**src/rtl/tx_core_param.sv**
```systemverilog
// UART transmit core: show-ahead FIFO feeding a baud-paced frame serialiser
// with selectable parity, stop-bit count, bit order and line-break generation.
module tx_core_param #(
    parameter  int DATA_W = 8,
    parameter  int DEPTH  = 16,
    localparam int AW     = $clog2(DEPTH)
) (
    input  logic              clk,
    input  logic              rst,
    input  logic [DATA_W-1:0] data_i,
    input  logic              n_we_i,
    output logic              p_full_o,
    output logic              p_empty_o,
    output logic [AW:0]       Level_o,
    output logic              p_Overflow_o,
    input  logic              p_BaudSig_i,
    input  logic              p_BigEnd_i,
    input  logic [1:0]        ParityMode_i,
    input  logic              p_TwoStop_i,
    input  logic              p_Break_i,
    output logic              p_Busy_o,
    output logic              p_FrameDone_o,
    output logic              Tx_o
);

    localparam int CW = $clog2(DATA_W + 1);

    typedef enum logic [2:0] {
        IDLE,
        START,
        DATA,
        PARITY,
        STOP1,
        STOP2,
        BREAK
    } state_t;

    // ---------------- FIFO ----------------
    logic [DATA_W-1:0] fifoMem [DEPTH];
    logic [AW-1:0]     wrPtr;
    logic [AW-1:0]     rdPtr;
    logic [AW:0]       count;
    logic              overflow;
    logic              wrEn;
    logic              pop;
    logic [DATA_W-1:0] headWord;

    assign p_full_o     = (count == (AW + 1)'(DEPTH));
    assign p_empty_o    = (count == '0);
    assign Level_o      = count;
    assign p_Overflow_o = overflow;
    assign wrEn         = !n_we_i && !p_full_o;
    assign headWord     = fifoMem[rdPtr];

    always_ff @(posedge clk) begin
        if (wrEn) begin
            fifoMem[wrPtr] <= data_i;
        end
    end

    always_ff @(posedge clk or negedge rst) begin
        if (!rst) begin
            wrPtr    <= '0;
            rdPtr    <= '0;
            count    <= '0;
            overflow <= 1'b0;
        end else begin
            if (wrEn) begin
                wrPtr <= wrPtr + AW'(1);
            end
            if (pop) begin
                rdPtr <= rdPtr + AW'(1);
            end
            case ({wrEn, pop})
                2'b10:   count <= count + (AW + 1)'(1);
                2'b01:   count <= count - (AW + 1)'(1);
                default: count <= count;
            endcase
            if (!n_we_i && p_full_o) begin
                overflow <= 1'b1;
            end
        end
    end

    // ---------------- Serialiser ----------------
    state_t            state;
    logic [DATA_W-1:0] shiftReg;
    logic [CW-1:0]     bitCnt;
    logic              bigEndLat;
    logic [1:0]        parModeLat;
    logic              twoStopLat;
    logic              parBit;
    logic              breakStop;   // current STOP1 is the mark bit after a break
    logic              txReg;
    logic              frameDone;
    logic              lastStop;
    logic              canLaunch;

    function automatic logic parityOf(input logic [DATA_W-1:0] w, input logic [1:0] mode);
        case (mode)
            2'b01:   return ^w;
            2'b10:   return ~^w;
            2'b11:   return 1'b1;
            default: return 1'b0;
        endcase
    endfunction

    // The IDLE decision is also taken when leaving the final stop bit, so
    // queued frames follow each other without an idle bit.
    always_comb begin
        lastStop  = (state == STOP2) || ((state == STOP1) && (breakStop || !twoStopLat));
        canLaunch = p_BaudSig_i && ((state == IDLE) || lastStop);
        pop       = canLaunch && !p_Break_i && !p_empty_o;
    end

    always_ff @(posedge clk or negedge rst) begin
        if (!rst) begin
            state      <= IDLE;
            shiftReg   <= '0;
            bitCnt     <= '0;
            bigEndLat  <= 1'b0;
            parModeLat <= 2'b00;
            twoStopLat <= 1'b0;
            parBit     <= 1'b0;
            breakStop  <= 1'b0;
            txReg      <= 1'b1;
            frameDone  <= 1'b0;
        end else begin
            frameDone <= 1'b0;
            if (canLaunch) begin
                frameDone <= (state != IDLE) && !breakStop;
                breakStop <= 1'b0;
                if (p_Break_i) begin
                    state <= BREAK;
                    txReg <= 1'b0;
                end else if (!p_empty_o) begin
                    state      <= START;
                    txReg      <= 1'b0;
                    shiftReg   <= headWord;
                    bigEndLat  <= p_BigEnd_i;
                    parModeLat <= ParityMode_i;
                    twoStopLat <= p_TwoStop_i;
                    parBit     <= parityOf(headWord, ParityMode_i);
                end else begin
                    state <= IDLE;
                    txReg <= 1'b1;
                end
            end else if (p_BaudSig_i) begin
                case (state)
                    START, DATA: begin
                        if ((state == DATA) && (bitCnt == CW'(DATA_W))) begin
                            if (parModeLat != 2'b00) begin
                                state <= PARITY;
                                txReg <= parBit;
                            end else begin
                                state <= STOP1;
                                txReg <= 1'b1;
                            end
                        end else begin
                            state  <= DATA;
                            bitCnt <= (state == START) ? CW'(1) : bitCnt + CW'(1);
                            if (bigEndLat) begin
                                txReg    <= shiftReg[DATA_W-1];
                                shiftReg <= {shiftReg[DATA_W-2:0], 1'b0};
                            end else begin
                                txReg    <= shiftReg[0];
                                shiftReg <= {1'b0, shiftReg[DATA_W-1:1]};
                            end
                        end
                    end
                    PARITY: begin
                        state <= STOP1;
                        txReg <= 1'b1;
                    end
                    STOP1: begin
                        state <= STOP2;
                        txReg <= 1'b1;
                    end
                    BREAK: begin
                        if (!p_Break_i) begin
                            state     <= STOP1;
                            txReg     <= 1'b1;
                            breakStop <= 1'b1;
                        end else begin
                            txReg <= 1'b0;
                        end
                    end
                    default: begin
                        state <= IDLE;
                        txReg <= 1'b1;
                    end
                endcase
            end
        end
    end

    assign p_Busy_o      = (state != IDLE);
    assign p_FrameDone_o = frameDone;
    assign Tx_o          = txReg;

endmodule

```
**config.mk**
```make
export PLATFORM = sky130hd
export DESIGN_NAME = tx_core_param
export DESIGN_NICKNAME = d
export VERILOG_FILES = /design/src/rtl/tx_core_param.sv
export SDC_FILE = /design/constraint.sdc
export NUM_CORES = 1
export LEC_CHECK = 0
export ABC_AREA = 0
export BUFFER_PORTS_ARGS = -buffer_cell sky130_fd_sc_hd__buf_4
export CAP_MARGIN = 20
export CORE_MARGIN = 5
export CORE_UTILIZATION = 32
export DETAILED_ROUTE_END_ITERATION = 7
export GPL_ROUTABILITY_DRIVEN = 0
export HOLD_SLACK_MARGIN = 0.08
export PLACE_DENSITY_LB_ADDON = 0.15
export SLEW_MARGIN = 10
export SYNTH_ARGS = -nofsm -noshare
export SYNTH_HDL_FRONTEND = slang
export SYNTH_SLANG_ARGS = --single-unit
```
**constraint.sdc**
```tcl
create_clock -name clk -period 4.6 [get_ports clk]
set_clock_uncertainty 0.05 [all_clocks]
set_input_delay 0.92 -clock clk [delete_from_list [all_inputs] [get_ports clk]]
set_output_delay 0.92 -clock clk [all_outputs]
set_load 0.1 [all_outputs]
```
==> results.cfg <==
[status]
outcome = finished, final reports clean

[clock_network]
cts_setup_buffers = 0
numCtsBuffers = 17
insertion_delay_ns = 0.43
cts_resized = 0
root_buffer = clkbuf_16
clk_pin_slew_ns = 0.07
cts_tree = yes
clock_path_buffers = 2
cts.sinks = 165
h-tree-depth = 4
ctsHoldBuffers = 0

[finish]
area_delta_synth_final_pct = 14.6
fill_cells = 2065
multiInputGateArea_mm2 = 0.00211
stdcell_count = 771
final_util_pct = 37.2
nNetsFinal = 505
diodes = 0
seq_area_mm2 = 0.00477
drive_above_1_share_pct = 18.5
design_area_mm2 = 0.00810
final_common_cell = edfxtp_1
layout_common_cells = edfxtp_1 (128), nand2_1 (48), nor2_1 (36)

[timing]
fmax_mhz = 289
finalSetupViolCount = 0
worst_slew_pin_slew_ns = 0.991
hold_violations = 0
layout_setup_ws_ns = 1.14
slew_headroom_pct = 33.7
hold_ws_ns = 0.405
rsz0062_at_grt = no
min_period_over_period_pct = 75.2
tns_ns = 0
slew_viol_final = 0
fin_crit_ns = 3.46

[yosys]
synthSimpleGateAreaFrac_pct = 7.19
synth-compound-area-share_pct = 5.88
ys_seq_elements = 165
yosysWarnings = 0
async_flop_share_pct = 22.4
synth_nets = 483
avgSynthCellArea_um2 = 15.5
syn_inst = 456
synth_cell_types = 47
synth_edf_count = 128
yosysSeqAreaShare_pct = 67.5
synth.area.mux_share_pct = 12.0
synth_top_family_by_area = multiplexers
synthAdderAreaFrac_pct = 1.77
synth_area_mm2 = 0.00706
yosys_most_used_dff = edfxtp_1
synth-xor-area-share_pct = 2.71

[critical_path]
max_stage_delay_ns = 0.51
ff2ff_setup_slack_ns = 1.14
r2r_end = Level_o[4]
cp-start-kind = register
crit_path_max_fanout = 11
arrival_ns = 3.72
path_cells = nand2b_1 -> nor3b_1 -> nor3_1 -> nand2_1 -> or3_1 -> clkinv_1 -> ha_1 -> xor2_1 -> ha_1 -> a31o_2 -> a222oi_1 -> nor2_1 -> xor2_1
slowest_stage = or3_1
cp-end-kind = register
worstSetupPathType = reg2reg
worstPathRequired_ns = 4.86
critical_path.reg2reg.startpoint = state[0]
reg2regPathDepth = 13

[pwr]
power_density_mw_per_mm2 = 686
power_mw = 5.55
ir_drop_v = 0.000288
power.leakage_nw = 2.88

[placed_design]
dpl.cell_count = 739
dpl_worst_slack_ns = 1.18
dp_hpwl_mm = 9.46
placed_area_mm2 = 0.00750
port_buffers = 27

[floorplan]
ioPinCount = 28
num_rows = 54
die_height_um = 159
die-area_mm2 = 0.0251
coreArea_mm2 = 0.0218
start_util_pct = 32.5
die_w_um = 159

[global_route]
met1_usage_pct = 16.5
grt_overflow = 0
grt-busiest-layer = met2
use_met3_pct = 3.04
grt_util_met2_pct = 19.9
antenna_found_initial = 0
grt_pass1_vias = 3977
grt.total_usage_pct = 12.5
grt_max_degree = 38
grt_pass1_wl_mm = 23.1

[routing]
wl_per_cell_um = 19.3
via_per_inst = 4.97
drtIter0Drc = 233
routed_wl_mm = 14.9
remaining_drc_errors = 0
vias = 3832
first_pass_iters = 4
drtAntennaViolNets = 0

[worst_hold_path]
min_path_type = in2async

[job]
maxCapViolCount = 0
[worst max-delay path by stage]
stage                            from         end  cells past startpoint
after floorplan            Level_o[1]  Level_o[4]                     14
after global placement    p_BaudSig_i  Level_o[4]                     11
after detailed placement  p_BaudSig_i  Level_o[4]                     11
after CTS                    state[0]  Level_o[4]                     13
after global routing         state[0]  Level_o[4]                     13
final                        state[0]  Level_o[4]                     13
[where the power goes]
part / total (mW) / switching (mW) / internal (mW)
logic: 1.93 / 1.15 / 0.782
clock network: 1.44 / 0.661 / 0.782
registers: 2.18 / 0.305 / 1.88
total: 5.55 / 2.11 / 3.44
[Yosys cell counts (2+ instances only)]
library cell | instances | area, um2
a21oi_1 | 18 | 90.1
a22oi_1 | 16 | 120
a31oi_1 | 4 | 25.0
and2_1 | 3 | 18.8
and3_1 | 2 | 12.5
buf_1 | 2 | 7.51
buf_2 | 5 | 25.0
buf_4 | 3 | 22.5
buf_6 | 2 | 22.5
clkbuf_1 | 9 | 33.8
clkdlybuf4s25_2 | 3 | 30.0
dfrtp_1 | 36 | 901
edfxtp_1 | 128 | 3840
ha_1 | 10 | 125
inv_1 | 11 | 41.3
mux2i_1 | 7 | 70.1
mux4_1 | 12 | 315
mux4_2 | 20 | 450
nand2_1 | 48 | 180
nand2b_1 | 4 | 25.0
nand3_1 | 2 | 10.0
nand4_1 | 2 | 12.5
nor2_1 | 36 | 135
nor2b_1 | 2 | 12.5
nor3_1 | 8 | 40.0
nor3b_1 | 3 | 22.5
o21ai_0 | 20 | 100
o311ai_0 | 2 | 17.5
or3_1 | 2 | 12.5
xnor2_1 | 14 | 123
xor2_1 | 6 | 52.6
[registers in the layout, summed over array words and instances (netlist names)]
name / cells
parBit: 1
bigEndLat: 1
twoStopLat: 1
p_FrameDone_o: 1
wrPtr: 4
Tx_o: 1
parModeLat: 2
state: 3
shiftReg: 8
rdPtr: 4
fifoMem: 128
breakStop: 1
Level_o: 5
bitCnt: 4
p_Overflow_o: 1
[routing by layer]
metal	vias to the layer above	share of wire [%]
met2	56	49
met1	1973	46
met5	-	0
met3	20	3.5
li1	1783	-
met4	0	2.0
[area by class of cell]
type / instances / area share (%)
multi-input combinational: 254 / 26.0
tap: 280 / 4.33
sequential: 165 / 58.9
clock inverter: 15 / 2.16
clock buffer: 17 / 5.25
inverter: 12 / 0.556
timing repair buffer: 28 / 2.75
[kinds of logic after synthesis]
family | count (synthesis)
simple gates | 115
mux | 40
buf+inv | 37
fa+ha+maj | 10
xor+xnor | 21
compound gates | 68
flops | 165
[worst max-delay path, delay by kind of cell, from the launching register on]
family | cells | cell delay (ns)
and+or+nand+nor | 6 | 1.38
AOI/OAI and AO/OA | 2 | 0.47
buffers and inverters | 1 | 0.23
xor gates and xnor gates | 2 | 0.24
DFF | 1 | 0.48
adders and majority gates | 2 | 0.49
Note: power is estimated with default switching activity, not from simulation.
